`config.mk`:
```
export PLATFORM = sky130hd
export DESIGN_NAME = morse_msg_scheduler
export DESIGN_NICKNAME = d
export VERILOG_FILES = /design/src/rtl/morse_pkg.sv /design/src/rtl/morse_letter_rom.sv /design/src/rtl/morse_msg_scheduler.sv
export SDC_FILE = /design/constraint.sdc
export NUM_CORES = 1
export LEC_CHECK = 0
export CORE_ASPECT_RATIO = 0.6
export CORE_MARGIN = 2
export CORE_UTILIZATION = 54
export DETAILED_ROUTE_END_ITERATION = 10
export PLACE_DENSITY = 0.75
export SYNTH_ARGS = -nofsm -noshare
export SYNTH_HDL_FRONTEND = slang
export SYNTH_SLANG_ARGS = --single-unit
```
`constraint.sdc`:
```
create_clock -name CLOCK_50 -period 2.6 [get_ports CLOCK_50]
set_input_delay 0.39 -clock CLOCK_50 [delete_from_list [all_inputs] [get_ports CLOCK_50]]
set_output_delay 0.39 -clock CLOCK_50 [all_outputs]
set_load 0.02 [all_outputs]
```
`src/rtl/morse_pkg.sv`:
```
// Shared types and constants for the Morse message scheduler.
package morse_pkg;

    // Sequencer states; IDLE must stay the all-zero encoding so reset and flush share it.
    typedef enum logic [2:0] {
        IDLE  = 3'd0,
        LOAD  = 3'd1,
        MARK  = 3'd2,
        SPACE = 3'd3,
        LGAP  = 3'd4
    } state_t;

    // Letter codes as typed on the switches.
    localparam logic [2:0] LTR_A = 3'd0;
    localparam logic [2:0] LTR_B = 3'd1;
    localparam logic [2:0] LTR_C = 3'd2;
    localparam logic [2:0] LTR_D = 3'd3;
    localparam logic [2:0] LTR_E = 3'd4;
    localparam logic [2:0] LTR_F = 3'd5;
    localparam logic [2:0] LTR_G = 3'd6;
    localparam logic [2:0] LTR_H = 3'd7;

    // Durations in Morse time units.
    localparam int DOT_UNITS  = 1;
    localparam int DASH_UNITS = 3;
    localparam int SYM_GAP    = 1;
    localparam int LTR_GAP    = 3;

    // Value of the 2-bit unit counter on the final tick of a phase lasting 'units' ticks.
    function automatic logic [1:0] last_unit(input int units);
        return 2'(units - 1);
    endfunction

endpackage

```
`src/rtl/morse_letter_rom.sv`:
```
// Letter code to Morse pattern lookup. Pattern is MSB-first, 1 = dash, 0 = dot,
// left-aligned in 4 bits; length is the number of valid symbols.
module morse_letter_rom
    import morse_pkg::*;
(
    input  logic [2:0] i_letter,
    output logic [3:0] o_pattern,
    output logic [2:0] o_length
);

    // Pure table lookup.
    always_comb begin
        // NOTE: defaults first so every path assigns both outputs; otherwise a latch is inferred.
        o_pattern = 4'b0000;
        o_length  = 3'd1;
        case (i_letter)
            LTR_A: begin o_pattern = 4'b0100; o_length = 3'd2; end
            LTR_B: begin o_pattern = 4'b1000; o_length = 3'd4; end
            LTR_C: begin o_pattern = 4'b1010; o_length = 3'd4; end
            LTR_D: begin o_pattern = 4'b1000; o_length = 3'd3; end
            LTR_E: begin o_pattern = 4'b0000; o_length = 3'd1; end
            LTR_F: begin o_pattern = 4'b0010; o_length = 3'd4; end
            LTR_G: begin o_pattern = 4'b1100; o_length = 3'd3; end
            LTR_H: begin o_pattern = 4'b0000; o_length = 3'd4; end
            default: begin o_pattern = 4'b0000; o_length = 3'd1; end
        endcase
    end

endmodule

```
`src/rtl/morse_msg_scheduler.sv`:
```
// Letter FIFO plus Morse symbol sequencer driving a single LED.
// The FIFO lets the user queue letters while the current one is still being sent.
module morse_msg_scheduler
    import morse_pkg::*;
#(
    parameter int TICK_DIV = 25000000,
    parameter int DEPTH    = 8,
    parameter int AW       = 3
)(
    input  logic          CLOCK_50,
    input  logic          reset,
    input  logic          push,
    input  logic [2:0]    letter,
    input  logic          flush,
    output logic          led,
    output logic          busy,
    output logic          full,
    output logic          empty,
    output logic [AW:0]   level,
    output logic          done,
    output logic          ovf
);

    localparam int             CW       = (TICK_DIV > 1) ? $clog2(TICK_DIV) : 1;
    localparam logic [CW-1:0]  TICK_MAX = CW'(TICK_DIV - 1);
    localparam logic [AW:0]    LVL_FULL = (AW+1)'(DEPTH);

    state_t          r_state;
    logic [CW-1:0]   r_cnt;
    logic [1:0]      r_units;
    logic [3:0]      r_sh;
    logic [2:0]      r_rem;
    logic            r_led;
    logic            r_done;
    logic            r_ovf;

    logic [2:0]      r_mem [DEPTH];
    logic [AW-1:0]   r_wr_ptr;
    logic [AW-1:0]   r_rd_ptr;
    logic [AW:0]     r_level;

    logic            w_tick;
    logic            w_full;
    logic            w_empty;
    logic            w_pop;
    logic            w_push_ok;
    logic            w_drop;
    logic [3:0]      w_pattern;
    logic [2:0]      w_length;

    assign w_full    = (r_level == LVL_FULL);
    assign w_empty   = (r_level == '0);
    // LOAD always sees a non-empty FIFO, so the pop needs no empty guard.
    assign w_pop     = (r_state == LOAD) && !flush;
    // A full FIFO still takes a push when the head leaves in the same cycle.
    assign w_push_ok = push && !flush && (!w_full || w_pop);
    // Pushes lost to flush are silent; only capacity drops raise ovf.
    assign w_drop    = push && !flush && !w_push_ok;
    assign w_tick    = (r_state != IDLE) && (r_state != LOAD) && (r_cnt == TICK_MAX);

    assign led   = r_led;
    assign busy  = (r_state != IDLE);
    assign full  = w_full;
    assign empty = w_empty;
    assign level = r_level;
    assign done  = r_done;
    assign ovf   = r_ovf;

    morse_letter_rom u_rom (
        .i_letter  (r_mem[r_rd_ptr]),
        .o_pattern (w_pattern),
        .o_length  (w_length)
    );

    // Letter storage: written on accepted pushes only.
    always_ff @(posedge CLOCK_50) begin
        // NOTE: the data array has no reset; pointers and level alone decide what is valid.
        if (w_push_ok)
            r_mem[r_wr_ptr] <= letter;
    end

    // FIFO pointers, occupancy and the overflow pulse.
    always_ff @(posedge CLOCK_50) begin
        // NOTE: non-blocking assignments so every register samples pre-edge values.
        if (reset) begin
            r_wr_ptr <= '0;
            r_rd_ptr <= '0;
            r_level  <= '0;
            r_ovf    <= 1'b0;
        end else if (flush) begin
            r_wr_ptr <= '0;
            r_rd_ptr <= '0;
            r_level  <= '0;
            r_ovf    <= 1'b0;
        end else begin
            r_ovf <= w_drop;
            if (w_push_ok)
                r_wr_ptr <= r_wr_ptr + AW'(1);
            if (w_pop)
                r_rd_ptr <= r_rd_ptr + AW'(1);
            case ({w_push_ok, w_pop})
                2'b10:   r_level <= r_level + (AW+1)'(1);
                2'b01:   r_level <= r_level - (AW+1)'(1);
                default: r_level <= r_level;
            endcase
        end
    end

    // Unit prescaler: held at zero outside the timed states so each unit is exactly TICK_DIV cycles.
    always_ff @(posedge CLOCK_50) begin
        if (reset || flush || r_state == IDLE || r_state == LOAD)
            r_cnt <= '0;
        else if (r_cnt == TICK_MAX)
            r_cnt <= '0;
        else
            r_cnt <= r_cnt + CW'(1);
    end

    // Symbol sequencer with registered led and done.
    always_ff @(posedge CLOCK_50) begin
        if (reset) begin
            r_state <= IDLE;
            r_units <= '0;
            r_sh    <= '0;
            r_rem   <= '0;
            r_led   <= 1'b0;
            r_done  <= 1'b0;
        end else if (flush) begin
            r_state <= IDLE;
            r_units <= '0;
            r_led   <= 1'b0;
            r_done  <= 1'b0;
        end else begin
            r_done <= 1'b0;
            case (r_state)
                IDLE: begin
                    if (!w_empty)
                        r_state <= LOAD;
                end
                LOAD: begin
                    r_sh    <= w_pattern;
                    r_rem   <= w_length;
                    r_units <= '0;
                    r_led   <= 1'b1;
                    r_state <= MARK;
                end
                MARK: begin
                    if (w_tick) begin
                        if (r_units == (r_sh[3] ? last_unit(DASH_UNITS) : last_unit(DOT_UNITS))) begin
                            r_units <= '0;
                            r_sh    <= {r_sh[2:0], 1'b0};
                            r_rem   <= r_rem - 3'd1;
                            r_led   <= 1'b0;
                            r_state <= (r_rem != 3'd1) ? SPACE : LGAP;
                        end else begin
                            r_units <= r_units + 2'd1;
                        end
                    end
                end
                SPACE: begin
                    if (w_tick) begin
                        if (r_units == last_unit(SYM_GAP)) begin
                            r_units <= '0;
                            r_led   <= 1'b1;
                            r_state <= MARK;
                        end else begin
                            r_units <= r_units + 2'd1;
                        end
                    end
                end
                LGAP: begin
                    if (w_tick) begin
                        if (r_units == last_unit(LTR_GAP)) begin
                            r_units <= '0;
                            r_done  <= 1'b1;
                            r_state <= w_empty ? IDLE : LOAD;
                        end else begin
                            r_units <= r_units + 2'd1;
                        end
                    end
                end
                default: begin
                    r_state <= IDLE;
                    r_led   <= 1'b0;
                end
            endcase
        end
    end

endmodule

```
# Yosys cells after proc, flatten, opt, wreduce, memory -nomap -nowiden

Memories as Yosys holds them, arrays and structs flattened. A register that Yosys moved wholly into a read port is not among the register bits.
Cells that the tools add are included.

Flip-flop bits (word level): 50
RAM bits: 24
ROM bits: 48
Bits of input ports: 7
Word-level logic and storage cells: 106
Memories: 2

$add $sub $neg: 7
Equality and inequality tests: 19
Mux-type cells: 35
Bitwise gates (word level): 4
Reduce and logical (&&, ||, !) cells: 28

Memories:

| name            | words | width | read ports | clocked after Yosys merged registers in | write ports | line                      | source |
|---|---|---|---|---|---|---|---|
| (no name shown) | 8     | 6     | 1          | 0                                       | 0           | morse_letter_rom.sv:16    | `case (i_letter)` |
| r_mem           | 8     | 3     | 1          | 1                                       | 1           | morse_msg_scheduler.sv:37 | `logic [2:0] r_mem [DEPTH];` |

Operators with widths:

| operator              | count |
|---|---|
| $mux 3                | 12 |
| $add 25x1->25 const B | 1 |
| $eq 25x25->1 const B  | 1 |
| $pmux 4 s2            | 2 |
| $pmux 3 s5            | 1 |
| $mux 2                | 7 |
| $ne 2x2->1 const B    | 7 |
| $mux 1                | 8 |
| $mux 4                | 2 |
| $pmux 2 s4            | 1 |
| $reduce_and 4->1      | 2 |
| $reduce_and 7->1      | 1 |
| $add 3x1->3 const B   | 2 |
| $eq 3x2->1 const B    | 2 |
| $logic_and 1x1->1     | 6 |
| $ne 3x1->1 const B    | 2 |
| $pmux 3 s2            | 1 |
| $reduce_or 2->1       | 3 |
| $reduce_and 5->1      | 1 |
| $add 4x1->4 const B   | 1 |
| $eq 2x2->1 const B    | 2 |
| $eq 4x4->1 const B    | 1 |
| $logic_not 4->1       | 1 |
| $logic_or 1x1->1      | 4 |
| other kinds (16)      | 22 |

# Longest topological paths before layout

Depth in word-level cells: 6
Gate-level depth with buffers: 10
Gate-level depth less buffers: 8

# Cells and area by module

A second synthesis with hierarchy kept.

Cells, all modules: 383
Area, all modules: 3854.9 um2

By module, submodules not included:

| module              | instances | cells an instance | area each (um2) | seq. area each (um2) |
|---|---|---|---|---|
| morse_msg_scheduler | 1         | 364               | 3699.8          | 1781.7 |
| morse_letter_rom    | 1         | 19                | 155.1           | 0.0 |

# Worst setup path after synthesis

Ideal clock, no wire load.

Kind: input-to-reg
Start point: input flush
End point: register r_level[2], in the netlist level[2]
Data arrival time: 2372 ps
Path slack: 100 ps
Stages on the path: 10
Path buffers: 2
Cells stage by stage: buf_6 -> or4b_1 -> buf_2 -> nor2_1 -> xor2_1 -> ha_1 -> or4_4 -> a221oi_2 -> xnor2_1 -> nor2_1

Word-level cells in the longest chain between the ends: 6
Elaborated cells on any way between the ends: 10
Those cells by class: eq/ne: 2; mux: 1; reduce/logical: 7

RTL lines:

| item                                            | line                                                 | source |
|---|---|---|
| start, declared                                 | morse_msg_scheduler.sv:14                            | `input logic flush,` |
| $logic_not 1->1                                 | morse_msg_scheduler.sv:54, morse_msg_scheduler.sv:56 |  |
| $logic_and 1x1->1                               | morse_msg_scheduler.sv:54                            | `assign w_pop = (r_state == LOAD) && !flush;` |
| $logic_or 1x1->1                                | morse_msg_scheduler.sv:56                            | `assign w_push_ok = push && !flush && (!w_full \|\| w_pop);` |
| $logic_and 1x1->1                               | morse_msg_scheduler.sv:56                            |  |
| $eq 2x1->1 or $eq 2x2->1 (tied branches)        | morse_msg_scheduler.sv:101                           | `case ({w_push_ok, w_pop})` |
| $pmux 4 s2 or $reduce_bool 2->1 (tied branches) | --                                                   |  |
| end signal, assigned                            | morse_msg_scheduler.sv:102                           | `2'b10: r_level <= r_level + (AW+1)'(1);` |
| end signal, assigned                            | morse_msg_scheduler.sv:103                           | `2'b01: r_level <= r_level - (AW+1)'(1);` |
| end signal, assigned                            | morse_msg_scheduler.sv:104                           | `default: r_level <= r_level;` |
| end, declared                                   | morse_msg_scheduler.sv:40                            | `logic [AW:0] r_level;` |

Several ways; a longest one is shown, not always the timed one.
A chain may end at the register's enable or synchronous reset.

# Worst setup path after layout

Ends and elaborated chain as after synthesis.

==> flow_summary.ini <==
[floorplanning]
rows = 23
core_um2 = 6705
num_io_pins = 17
die_h_um = 68.52
start_util_pct = 55.87
die_width_um = 111.5
die_area_um2 = 7641

[power_and_ir_drop]
p_leak_uw = 0.001510
power.share.switching_pct = 19.41
p_per_area_nw_per_um2 = 651.7
pwr-share-comb_pct = 4.6
power.share.clock_pct = 52.4
power_switching_uw = 559.1
power_frac_seq_pct = 43.1
vdd_drop_max_mv = 0.4522
cell_internal_pwr_uw = 2321

[clock_network]
cts.reportedPaths.clkPinSlew_ps = 60
insertion_delay_ps = 340
cts_sinks = 76
hold_buffers = 0
ctsRootBufferMaster = clkbuf_16
clock_path_buffers = 2
cts_tree = done
cts_made_buffers = 9
htree_num_levels = 3

[critical_path]
required_ps = 2810
path_cells = clkdlybuf4s50_1 -> or4b_4 -> nor2_2 -> xor2_1 -> ha_1 -> or4_4 -> a221oi_2 -> xnor2_1 -> nor2_1
worstRegToRegCells = 8
cp_max_fo = 2
critPathSlowestCell = or4b_4
cp-end-kind = flip-flop
slowest_delay_ps = 500
critPathKind = input pin to flip-flop
worst_setup_path_start_kind = input pin
cp.arrival_ps = 2680

[placed_design]
port_buffers = 16
place_hpwl_um = 6092
dp.cells = 482
globalplace.congestion = 0.8969
place_ws_ps = -222.8
place_area_um2 = 4046

[routing]
vias_per_cell = 5.863
wl_per_cell_um = 17.03
remaining_drc_errors = 0
antenna_left = 0
drt_pass1_iterations = 5
vias = 2920
drt_iter0_markers = 267
drt_wl_total_um = 8479

[grt]
overflow = 0
grt_max_degree = 26
antenna_found_initial = 0
grt_pass1_vias = 2599
grt_pass1_wl_um = 13400
track_usage_pct = 23.36

[logic_synthesis]
ys_ff_latch = 76
synth_edf_count = 24
ys_seq_area_share_pct = 47.03
ys_top_cells_by_area = dfxtp_1 28%, edfxtp_1 19%, nor2_1 5.7%, xnor2_1 4.9%, ha_1 4.7%
synth_top_area_cell = dfxtp_1
synth_common_cells = 57 x nor2_1, 52 x dfxtp_1, 26 x nand2_1, 24 x edfxtp_1, 21 x xnor2_1
yosysWarningCount = 0
syn_inst = 382
synth_most_common_cell = nor2_1
synth_top_cell_area_share_pct = 27.79
synth_async_sr_flop_share_pct = 0
synth_cell_types = 52
syn_area_um2 = 3746
synthFlopType = dfxtp_1
synth_nets = 403
syn_area_per_cell_um2 = 9.807

[sta]
finalWorstSetupSlack_ps = 131.4
hold_viol_final = 0
rsz0062_at_grt = no
fin_skew_ps = 4.324
finalSetupViolations = 0
finalSetupTns_ps = 0
min_period_ps = 2469
slew_violations = 0
fmax_ghz = 0.4051
tightest_slew_ps = 465.5
relSlewSlack_pct = 68.88
finalCritPeriodShare_pct = 94.95

[layout]
fin_cells = 498
drive_above_1_share_pct = 11.44
fill_cells = 552
antennaDiodeCount = 0
design_area_um2 = 4419
areaGrowthSynthToFinish_pct = 17.97
fin_nets = 427

[outcome]
outcome = finished, final reports clean

[min_path]
min_delay_path_depth = 1
hp-class = flip-flop to flip-flop

[job]
max_cap_violations = 0
==> cells in the final DEF, fill, tap and decap left out, drive strengths merged, types with 3 or more instances in the layout <==
master	count
o21ai	6
nand2b	7
and4	4
mux2i	7
clkinv	3
bufinv	4
nand3b	3
clkbuf	9
a221oi	3
dfxtp	52
inv	16
and3	4
mux4	6
nor4b	3
nor4	6
a21oi	12
nor3	18
a211oi	5
clkdlybuf4s50	15
xnor2	21
nand4	5
edfxtp	24
nor2	57
ha	14
o211ai	5
a32o	3
xor2	10
nand3	16
nand2	26
buf	15
==> repair_timing <==
action / 4_1_cts / 5_1_grt
gates resized for setup: 0 / 3
setup buffers: 0 / 0
setup endpoints to repair: 0 / 2
endpoints found under the hold margin: 0 / 0
==> metal layers <==
layer  vias up  GRT usage (%)  routed length, um
met5         -              0                  0
met4         0          6.790                 58
met3         6          7.080                689
met2       121          32.32               3313
met1      1372          35.03               4418
li1       1421              -                  -
==> power by group through the flow <==
stage	Clock (uW)	Combinational, uW	Sequential (uW)
finish	1510	132	1240
global route	1590	144	1240
CTS	1530	129	1240
detailed placement	0	128	1270
global placement	0	125	1270
floorplan	0	80.3	1260
==> area by class of cell <==
cell class	instances	area [um^2]	share of cell area, %
Multi-Input combinational cell	272	1849	41.85
Sequential cell	76	1762	39.86
Timing Repair Buffer	31	275.3	6.229
Clock buffer	9	225.2	5.096
Clock inverter	7	138.9	3.143
Tap cell	87	108.9	2.463
Inverter	16	60.06	1.359
==> flip-flops by register name, summed over array words and instances (netlist names), 2 cells and up, named ones only <==
register,flops
r_units,2
r_rd_ptr,3
r_state,3
r_mem,24
r_rem,3
r_wr_ptr,3
level,4
r_sh,3
r_cnt,25
==> final timing paths <==
path / from / to / slack, ps
hold / removal: r_cnt[0]$_SDFF_PP0_ / r_cnt[0]$_SDFF_PP0_ / 460
hold reg to reg: r_cnt[0]$_SDFF_PP0_ / r_cnt[0]$_SDFF_PP0_ / 460
setup / recovery: flush / level[2]$_SDFFE_PP0P_ / 130
setup reg to reg: r_state[0]$_SDFFE_PP0P_ / level[2]$_SDFFE_PP0P_ / 230
==> critical path: cells and delay by family <==
family	cells	cell delay (ps)
adders and majority gates	1	200
xor gates and xnor gates	2	240
AOI/OAI and AO/OA	1	250
buffers and inverters	1	450
and+or+nand+nor	4	1140
==> cell families (layout without fill, tap and decap cells) <==
group	after synthesis	after routing	share of synthesized area [%]
buf+inv	34	63	3.774
fa+ha+maj	14	14	4.676
mux	15	15	6.079
compound gates	47	47	8.818
flops	76	76	47.03
simple gates	165	165	22.38
xor+xnor	31	31	7.248
==> per-stage QoR <==
step / utilization [%] / total power, uW / hold slack, ps
CTS: 65.78 / 2902 / 464.3
finish: 65.91 / 2880 / 456.6
floorplan: - / 1345 / 426.0
global route: 65.91 / 2971 / 481.3
global placement: 60.35 / 1391 / 440.6
detailed placement: 60.35 / 1393 / 451.0
Power figures use the tool's default switching activity.
